==> src/rtl/msh_mem_req_arb.sv <==
// Write/read request arbiter in front of msh_mem: two request FIFOs feed one registered
// memory command. Reads win by default; writes win when full, starved, or hiding a RAW hazard.
module msh_mem_req_arb #(
    parameter int ADDR_W     = 12,
    parameter int DATA_W     = 64,
    parameter int TAG_W      = 4,
    parameter int DEPTH      = 4,
    parameter int STARVE_MAX = 8
) (
    input  logic                   mclk,
    input  logic                   mrst_n,
    input  logic                   i_wr_vld,
    output logic                   o_wr_rdy,
    input  logic [ADDR_W-1:0]      i_wr_addr,
    input  logic [DATA_W-1:0]      i_wr_data,
    input  logic                   i_rd_vld,
    output logic                   o_rd_rdy,
    input  logic [ADDR_W-1:0]      i_rd_addr,
    input  logic [TAG_W-1:0]       i_rd_tag,
    input  logic                   i_mem_stall,
    output logic                   o_mem_en,
    output logic                   o_mem_wen,
    output logic [ADDR_W-1:0]      o_mem_addr,
    output logic [DATA_W-1:0]      o_mem_wdata,
    output logic [TAG_W-1:0]       o_mem_tag,
    output logic [$clog2(DEPTH):0] o_wr_cnt,
    output logic [$clog2(DEPTH):0] o_rd_cnt
);

    localparam int PW = $clog2(DEPTH);
    localparam int CW = PW + 1;
    localparam int SW = $clog2(STARVE_MAX + 1);

    logic [ADDR_W-1:0] wr_addr_mem [DEPTH];
    logic [DATA_W-1:0] wr_data_mem [DEPTH];
    logic [ADDR_W-1:0] rd_addr_mem [DEPTH];
    logic [TAG_W-1:0]  rd_tag_mem  [DEPTH];

    logic [PW-1:0] wr_wptr, wr_rptr, rd_wptr, rd_rptr;
    logic [CW-1:0] wr_cnt, rd_cnt;
    logic [SW-1:0] starve_cnt;

    logic wr_push, rd_push;
    logic wr_ne, rd_ne, wr_full, starve_hit, raw_hit;
    logic pick_wr, issue_wr, issue_rd;

    // Ready depends only on registered occupancy, so a same-cycle pop never frees a slot.
    assign o_wr_rdy = (wr_cnt < CW'(DEPTH));
    assign o_rd_rdy = (rd_cnt < CW'(DEPTH));
    assign o_wr_cnt = wr_cnt;
    assign o_rd_cnt = rd_cnt;

    assign wr_push = i_wr_vld && o_wr_rdy;
    assign rd_push = i_rd_vld && o_rd_rdy;

    always_ff @(posedge mclk) begin
        if (wr_push) begin
            wr_addr_mem[wr_wptr] <= i_wr_addr;
            wr_data_mem[wr_wptr] <= i_wr_data;
        end
        if (rd_push) begin
            rd_addr_mem[rd_wptr] <= i_rd_addr;
            rd_tag_mem[rd_wptr]  <= i_rd_tag;
        end
    end

    // Compare the read head against every occupied write slot, oldest first.
    always_comb begin
        raw_hit = 1'b0;
        for (int k = 0; k < DEPTH; k++) begin
            if ((CW'(k) < wr_cnt) &&
                (wr_addr_mem[wr_rptr + PW'(k)] == rd_addr_mem[rd_rptr]))
                raw_hit = 1'b1;
        end
    end

    always_comb begin
        wr_ne      = (wr_cnt != '0);
        rd_ne      = (rd_cnt != '0);
        wr_full    = (wr_cnt == CW'(DEPTH));
        starve_hit = (starve_cnt == SW'(STARVE_MAX));
        pick_wr    = wr_ne && (!rd_ne || wr_full || starve_hit || raw_hit);
        issue_wr   = !i_mem_stall && pick_wr;
        issue_rd   = !i_mem_stall && rd_ne && !pick_wr;
    end

    always_ff @(posedge mclk or negedge mrst_n) begin
        if (!mrst_n) begin
            wr_wptr <= '0;
            wr_rptr <= '0;
            rd_wptr <= '0;
            rd_rptr <= '0;
            wr_cnt  <= '0;
            rd_cnt  <= '0;
        end else begin
            if (wr_push)  wr_wptr <= wr_wptr + PW'(1);
            if (issue_wr) wr_rptr <= wr_rptr + PW'(1);
            if (rd_push)  rd_wptr <= rd_wptr + PW'(1);
            if (issue_rd) rd_rptr <= rd_rptr + PW'(1);
            case ({wr_push, issue_wr})
                2'b10:   wr_cnt <= wr_cnt + CW'(1);
                2'b01:   wr_cnt <= wr_cnt - CW'(1);
                default: wr_cnt <= wr_cnt;
            endcase
            case ({rd_push, issue_rd})
                2'b10:   rd_cnt <= rd_cnt + CW'(1);
                2'b01:   rd_cnt <= rd_cnt - CW'(1);
                default: rd_cnt <= rd_cnt;
            endcase
        end
    end

    // Counts reads that overtook a waiting write; cleared once writes drain or one issues.
    always_ff @(posedge mclk or negedge mrst_n) begin
        if (!mrst_n) begin
            starve_cnt <= '0;
        end else if (!wr_ne || issue_wr) begin
            starve_cnt <= '0;
        end else if (issue_rd && !starve_hit) begin
            starve_cnt <= starve_cnt + SW'(1);
        end
    end

    always_ff @(posedge mclk or negedge mrst_n) begin
        if (!mrst_n) begin
            o_mem_en    <= 1'b0;
            o_mem_wen   <= 1'b0;
            o_mem_addr  <= '0;
            o_mem_wdata <= '0;
            o_mem_tag   <= '0;
        end else begin
            o_mem_en <= issue_wr || issue_rd;
            if (issue_wr) begin
                o_mem_wen   <= 1'b1;
                o_mem_addr  <= wr_addr_mem[wr_rptr];
                o_mem_wdata <= wr_data_mem[wr_rptr];
            end else if (issue_rd) begin
                o_mem_wen  <= 1'b0;
                o_mem_addr <= rd_addr_mem[rd_rptr];
                o_mem_tag  <= rd_tag_mem[rd_rptr];
            end
        end
    end

endmodule

==> config.mk <==
export PLATFORM = sky130hd
export DESIGN_NAME = msh_mem_req_arb
export DESIGN_NICKNAME = d
export VERILOG_FILES = /design/src/rtl/msh_mem_req_arb.sv
export SDC_FILE = /design/constraint.sdc
export NUM_CORES = 1
export LEC_CHECK = 0
export BUFFER_PORTS_ARGS = -buffer_cell sky130_fd_sc_hd__buf_2
export CORE_ASPECT_RATIO = 1.75
export CORE_UTILIZATION = 60
export CTS_BUF_LIST = sky130_fd_sc_hd__clkbuf_4
export CTS_CLUSTER_DIAMETER = 100
export DETAILED_ROUTE_END_ITERATION = 10
export PLACE_DENSITY_LB_ADDON = 0.25
export SLEW_MARGIN = 5
export SYNTH_ARGS = -nofsm -noshare
export SYNTH_HDL_FRONTEND = slang
export SYNTH_SLANG_ARGS = --single-unit
==> constraint.sdc <==
create_clock -name mclk -period 5.8 [get_ports mclk]
set_input_delay 1.45 -clock mclk [delete_from_list [all_inputs] [get_ports mclk]]
set_output_delay 1.45 -clock mclk [all_outputs]
set_load 0.02 [all_outputs]
**Word-level counts from Yosys, hierarchy flattened**

Memories as Yosys holds them, arrays and structs flattened. A register that Yosys moved wholly into a read port is not among the register bits.
Index checks and enable logic that the tools add are counted.
Widths: inputs -> output; s select.

- Register bits after elaboration: 32
- RAM bits: 368
- Output and inout bits: 90
- Logic and storage cells: 88
- Memories kept: 4

- Add/subtract/negate cells: 11
- $lt $le $gt $ge: 6
- Equality and inequality tests: 10
- Multiplexer cells: 16
- Bitwise operators: 1
- Reductions and logical operators: 30

Memories:

| memory | words | width | rd ports | clocked after Yosys merged registers in | wr ports | line | source |
|---|---|---|---|---|---|---|---|
| wr_data_mem | 4 | 64 | 1 | 1 | 1 | 35 | `logic [DATA_W-1:0] wr_data_mem [DEPTH];` |
| rd_addr_mem | 4 | 12 | 1 | 0 | 1 | 36 | `logic [ADDR_W-1:0] rd_addr_mem [DEPTH];` |
| wr_addr_mem | 4 | 12 | 4 | 0 | 1 | 34 | `logic [ADDR_W-1:0] wr_addr_mem [DEPTH];` |
| rd_tag_mem | 4 | 4 | 1 | 1 | 1 | 37 | `logic [TAG_W-1:0] rd_tag_mem [DEPTH];` |

Operator list:

| cell | count |
|---|---|
| $eq 12x12->1 | 4 |
| $mux 12 | 2 |
| $pmux 3 s2 | 2 |
| $logic_and 1x1->1 | 11 |
| $mux 1 | 10 |
| $add 2x1->2 const B | 4 |
| $mux 4 | 2 |
| $reduce_bool 2->1 | 4 |
| $logic_not 1->1 | 7 |
| $add 3x1->3 const B | 2 |
| $lt 1x3->1 const A | 2 |
| $lt 2x3->1 const A | 2 |
| $lt 3x3->1 const B | 2 |
| $reduce_bool 3->1 | 2 |
| $sub 3x1->3 const B | 2 |
| $logic_or 1x1->1 | 5 |
| $add 2x2->2 const B | 2 |
| $add 4x1->4 const B | 1 |
| $eq 2x1->1 const B | 2 |
| $eq 2x2->1 const B | 2 |
| $eq 4x4->1 const B | 1 |
| $eq 3x3->1 const B | 1 |
| $reduce_and 2->1 | 1 |
| $not 1->1 | 1 |

**Longest topological paths before layout**

An unclocked memory read counts as a cell.

- Word-level depth: 14
- Gate-level depth with buffers: 18
- Gate-level depth less buffers: 13

**Least setup slack after synthesis**

No wires, ideal clock.

- Path kind: input to register
- From: in i_wr_vld
- To: mem wr_addr_mem[0][0] (enable)
- Library setup time: 443 ps
- Data arrival time: 3598 ps
- Data required time: 5357 ps
- Path slack: 1759 ps
- Stages on the path: 3
- Buffers on the path: 1
- Path through: nor2b_1 -> clkbuf_1 -> and2_1

- Cells in the longest elaborated chain, start to end: 3

RTL lines:

| element | line | source |
|---|---|---|
| from (decl) | 12 | `input logic i_wr_vld,` |
| $logic_and 1x1->1 | 53 | `assign wr_push = i_wr_vld && o_wr_rdy;` |
| $mux 1 | 57 | `if (wr_push) begin` |
| $mux 1 (implied by the code) | 58 | `wr_addr_mem[wr_wptr] <= i_wr_addr;` |
| to (decl) | 34 |  |

Every way passes these cells.

**Worst setup path after layout**

- From: reg wr_rptr[0]
- To: reg rd_cnt[2], in the netlist o_rd_cnt[2]

- Cells in the longest elaborated chain, start to end: 13
- Elaborated cells on any way between the ends: 24

RTL lines:

| element | line | source |
|---|---|---|
| from (decl) | 39 | `logic [PW-1:0] wr_wptr, wr_rptr, rd_wptr, rd_rptr;` |
| from (signal assigned) | 97 | `if (issue_wr) wr_rptr <= wr_rptr + PW'(1);` |
| $add 2x1->2 / $mem_v2 4x12 (equally long branches) | - |  |
| $mem_v2 4x12 * | - |  |
| $eq 12x12->1 / $logic_and 1x1->1 (equally long branches) | 72, 71 |  |
| $logic_and 1x1->1 / $mux 1 (equally long branches) | 71 | `if ((CW'(k) < wr_cnt) &&` |
| $mux 1 (2 in series) | 71 |  |
| $mux 1 * | 71 |  |
| $logic_or 1x1->1 * | 82 | `pick_wr = wr_ne && (!rd_ne \|\| wr_full \|\| starve_hit \|\| raw_hit);` |
| $logic_and 1x1->1 * | 82 |  |
| $logic_not 1->1 * | 84 | `issue_rd = !i_mem_stall && rd_ne && !pick_wr;` |
| $logic_and 1x1->1 * | 84 |  |
| $eq 2x1->1 / $eq 2x2->1 (equally long branches) | 105 | `case ({rd_push, issue_rd})` |
| $pmux 3 s2 / $reduce_bool 2->1 (equally long branches) | - |  |
| to (signal assigned) | 106 | `2'b10: rd_cnt <= rd_cnt + CW'(1);` |
| to (signal assigned) | 107 | `2'b01: rd_cnt <= rd_cnt - CW'(1);` |
| to (signal assigned) | 108 | `default: rd_cnt <= rd_cnt;` |
| to (decl) | 40 | `logic [CW-1:0] wr_cnt, rd_cnt;` |

Every way passes the cells marked *; elsewhere a longest branch is shown, timed or not.
A chain may end at the register's enable or synchronous reset.

==> impl_summary.md <==
Status
The flow ran to the end, and the final reports show no timing, DRC or antenna violations.

Detailed routing
The routed via count is 9,750. The number of detailed-route iterations in the first pass is 4. Dividing the detail-routed wire length by the instance count gives 22.9 um.

The count of nets left with antenna violations once routing finished came out at 0. The DRC violation total after the first TritonRoute iteration is 538. The residual DRC count is 0. The routed design has 38,000 um of wire. After detailed routing, the number of vias per cell comes to 5.88.

Global route
Global routing finished with a remaining overflow of 0. Entering global routing, the biggest net connects 67 pins. The initial antenna violation count is 7. The first-pass GRT wire length is 57,800 um. Global routing used 24.7% of the available tracks.

The number of global-route vias before repair is 10,600.

Worst setup path
For the worst setup path, the data required time is 6.49 ns. The arrival time of data at the critical path endpoint is 5.20 ns. STA classifies the critical path endpoint as a flop. STA classifies the critical path startpoint as a flop. In this run the worst path has a maximum fanout of 22. The setup path with the least slack is of type reg2reg.

Power
The power per unit of standard cell area is 533 mW/mm^2. The clock network fraction of total power is 22.8%. In this run switching power makes up 33.2% of total power. The proportion of power drawn by flip-flops and latches is 41.5%.

Cell internal power was estimated by the tool at 0.00775 W. VDD sags by at most 0.327 mV. In this run, the combinational gates consume 35.7% of the power.

For this design the static power due to leakage is 7.88 nW. For this design the total switching power over the nets is 0.00385 W.

Layout
The share of final-layout standard cells stronger than drive strength 1 is 45.0%. For this run, the number of standard cells in the final layout without fillers is 1,658. For this run, the share of the core covered by cells in the final layout is 70.3%. At the end of the flow, the number of nets in the layout was 1,291. The area added between synthesis and finish is 14.6%.

Yosys
The cell count after synthesis is 916. After Yosys synthesis, and, or, nand and nor cells account for 1.92% of the synthesized area. After synthesis, the netlist uses 43 different library cells. The post-synthesis cell area is 0.0190 mm^2. The cell type with the highest aggregate area in the netlist is sky130_fd_sc_hd__edfxtp_1. The part of the Yosys area used for sequential elements is 71.4%.

The most frequently used flop master after synthesis is sky130_fd_sc_hd__edfxtp_1. The portion of synthesized cell area occupied by the leading cell type is 58.2%. The total nets after synthesis is 1,030. After synthesis, the cell types taking the most area are sky130_fd_sc_hd__edfxtp_1 (58%), sky130_fd_sc_hd__mux4_2 (15%), sky130_fd_sc_hd__dfrtp_1 (13%). The number of flops mapped to enable cells by yosys is 368. The fraction of synthesized cell area in xor and xnor cells is 2.77%. The share of async-settable or async-resettable flops after synthesis is 21.4%. The synthesized-area fraction occupied by adder cells is 1.16%. Synthesis inferred 468 register bits. The synthesized area per cell is 20.7 um^2. Multiplexer cells account for 19.5% of the synthesized area. After synthesis, the largest family of logic cells by area is multiplexers.

The most common cell in the synthesized netlist is sky130_fd_sc_hd__edfxtp_1. In the synthesized netlist, the cells that appear most often are sky130_fd_sc_hd__edfxtp_1 (368), sky130_fd_sc_hd__mux4_2 (128), sky130_fd_sc_hd__dfrtp_1 (100). The synthesized netlist devotes 1.61% of its cell area to compound gates. For this run, the number of Yosys warnings is 0.

Timing
At the pin with the least slew margin, the transition time is 1.08 ns. Setup violations remaining at the end of the flow were counted as 0. The share of the cycle needed by the critical path after routing is 77.7%. The post-route clock skew is 0.0421 ns.

After routing, the total negative slack on setup checks comes to 0 ns. Setup repair after global routing left no endpoint under its margin. Derived from the worst setup path, the maximum achievable clock frequency is 0.222 GHz.

The normalized max-slew margin is 28.0%. The final-report max-slew violation count is 0. The post-route minimum period is 4.51 ns. The number of failing hold endpoints at the final stage came to 0.

Min path
The path class of the tightest hold or removal check is reg2reg.

Floorplan
The region available for standard cell placement spans 0.0309 mm^2. In this run the count of I/O pins placed on the die edge is 187. The die covers 0.0324 mm^2.

Measured along the x axis, the die boundary spans 136 um. The row count is 85. The die height is 237 um. Once the floorplan was initialized, standard cells occupied 61.4% of the core.

Clock network
The clock insertion delay at the later pin of the skew report is 0.79 ns. The CTS buffer count is 97. The cell sitting at the root of the clock tree is a sky130_fd_sc_hd__clkbuf_4. The buffers inserted during post-CTS setup optimization is 0. The number of hold buffers added after CTS is 0. The TritonCTS clock tree is built. The number of clock sinks is 468. The H-tree was split into 3 levels. After clock tree synthesis, the clock-pin slew on the worst setup and hold paths is 0.07 ns. The maximum clock insertion buffer count is 3. Gates resized during post-CTS repair numbered 0.

Placed design
Detailed placement ended at an HPWL of 24,300 um. Buffers placed on the I/O ports in this run total 186. After detailed placement, the design holds a cell count of 1,469. At the end of routability-driven placement, the weighted congestion stood at 0.896.

Flow run
Across the run, the number of max-cap violations was 0.
## placed cells by master, fill, tap and decap left out, types with 5 or more instances in the layout
cell	instances
sky130_fd_sc_hd__buf_2	185
sky130_fd_sc_hd__buf_4	20
sky130_fd_sc_hd__a221o_1	12
sky130_fd_sc_hd__diode_2	6
sky130_fd_sc_hd__edfxtp_1	368
sky130_fd_sc_hd__o21ai_0	8
sky130_fd_sc_hd__nand3_1	5
sky130_fd_sc_hd__a21oi_1	17
sky130_fd_sc_hd__nand4_1	8
sky130_fd_sc_hd__clkinv_1	23
sky130_fd_sc_hd__xor2_1	13
sky130_fd_sc_hd__mux2_1	7
sky130_fd_sc_hd__bufinv_16	6
sky130_fd_sc_hd__ha_1	16
sky130_fd_sc_hd__dfrtp_1	98
sky130_fd_sc_hd__nand2_1	24
sky130_fd_sc_hd__mux2_2	51
sky130_fd_sc_hd__mux4_2	128
sky130_fd_sc_hd__nor2_1	6
sky130_fd_sc_hd__mux2_4	10
sky130_fd_sc_hd__inv_1	17
sky130_fd_sc_hd__xnor2_1	47
sky130_fd_sc_hd__clkbuf_4	148
sky130_fd_sc_hd__clkinv_2	6
## worst paths after layout
kind	endpoint	from	slack (ns)	depth (start not counted)
worst max-delay path	o_rd_cnt[2]$_DFFE_PN0P_	wr_rptr[0]$_DFFE_PN0P_	1.29	14
worst min-delay path	o_mem_wdata[32]$_DFFE_PN0P_	o_mem_wdata[32]$_DFFE_PN0P_	0.49	1
worst max register to register	o_rd_cnt[2]$_DFFE_PN0P_	wr_rptr[0]$_DFFE_PN0P_	1.29	14
worst min register to register	o_mem_wdata[32]$_DFFE_PN0P_	o_mem_wdata[32]$_DFFE_PN0P_	0.49	1
max in group asynchronous	o_mem_wdata[9]$_DFFE_PN0P_	mrst_n	4.19	2
min in group asynchronous	o_mem_addr[5]$_DFFE_PN0P_	mrst_n	0.66	1
## power groups by stage
stage / clock network (W) / registers [W] / logic (W)
CTS: 0.00271 / 0.00482 / 0.00420
global route: 0.00286 / 0.00489 / 0.00443
detailed placement: 0 / 0.00488 / 0.00419
floorplan: 0 / 0.00506 / 0.00283
finish: 0.00265 / 0.00481 / 0.00414
global placement: 0 / 0.00484 / 0.00413
## metal layers
layer	up-vias	wire, um	global-route usage [%]
li1	4314	-	-
met5	-	8	0
met3	70	2080	5.52
met1	5023	13300	27.4
met4	2	1440	14.3
met2	341	21100	43.1
## metrics by stage
| step | worst slack, ns | hold WS (ns) | total power [W] | instance area, um^2 |
|---|---|---|---|---|
| finish | 1.29 | 0.494 | 0.0116 | 21800 |
| global route | 1.00 | 0.512 | 0.0122 | 21800 |
| CTS | 1.26 | 0.498 | 0.0117 | 21700 |
| detailed placement | 1.31 | 0.473 | 0.00907 | 20300 |
| global placement | 1.39 | 0.465 | 0.00897 | 20300 |
| floorplan | 1.76 | 0.532 | 0.00789 | 19000 |
## kinds of logic (layout without fill, tap and decap cells)
| kind of cell | after synthesis | after routing |
|---|---|---|
| XOR/XNOR | 60 | 60 |
| AO/OA/AOI/OAI | 44 | 44 |
| AND/OR/NAND/NOR | 68 | 68 |
| flip-flops | 468 | 468 |
| adder cells (fa/ha/maj) | 17 | 17 |
| other | 0 | 6 |
| buffers and inverters | 62 | 407 |
| multiplexers | 197 | 197 |
## area by class of cell
class	count	area (um^2)
Sequential cell	468	13600
Inverter	18	68.8
Clock inverter	35	299
Multi-Input combinational cell	386	5120
Tap cell	391	489
Clock buffer	148	1110
Timing Repair Buffer	206	1100
Fill cell	1982	9190
Antenna cell	6	15.0
## worst max-delay path, cell delays in order (launching register included)
cell and delay (ns):
sky130_fd_sc_hd__dfrtp_4 0.66, sky130_fd_sc_hd__buf_4 0.32, sky130_fd_sc_hd__mux4_2 0.56, sky130_fd_sc_hd__xnor2_1 0.17, sky130_fd_sc_hd__nand4_1 0.13, sky130_fd_sc_hd__nor3_1 0.06, sky130_fd_sc_hd__a31oi_1 0.29, sky130_fd_sc_hd__o21ai_4 0.16
sky130_fd_sc_hd__a21oi_2 0.89, sky130_fd_sc_hd__ha_1 0.33, sky130_fd_sc_hd__inv_1 0.06, sky130_fd_sc_hd__fa_1 0.37, sky130_fd_sc_hd__xor2_1 0.15, sky130_fd_sc_hd__nor2_1 0.11, sky130_fd_sc_hd__xnor2_1 0.14
## registers in the layout, summed over array words and instances (netlist names), 4 cells and up
| name | cells |
|---|---|
| o_mem_addr | 12 |
| o_mem_tag | 4 |
| o_mem_wdata | 64 |
| rd_addr_mem | 48 |
| rd_tag_mem | 16 |
| starve_cnt | 4 |
| wr_addr_mem | 48 |
| wr_data_mem | 256 |
Power figures use the tool's default switching activity.
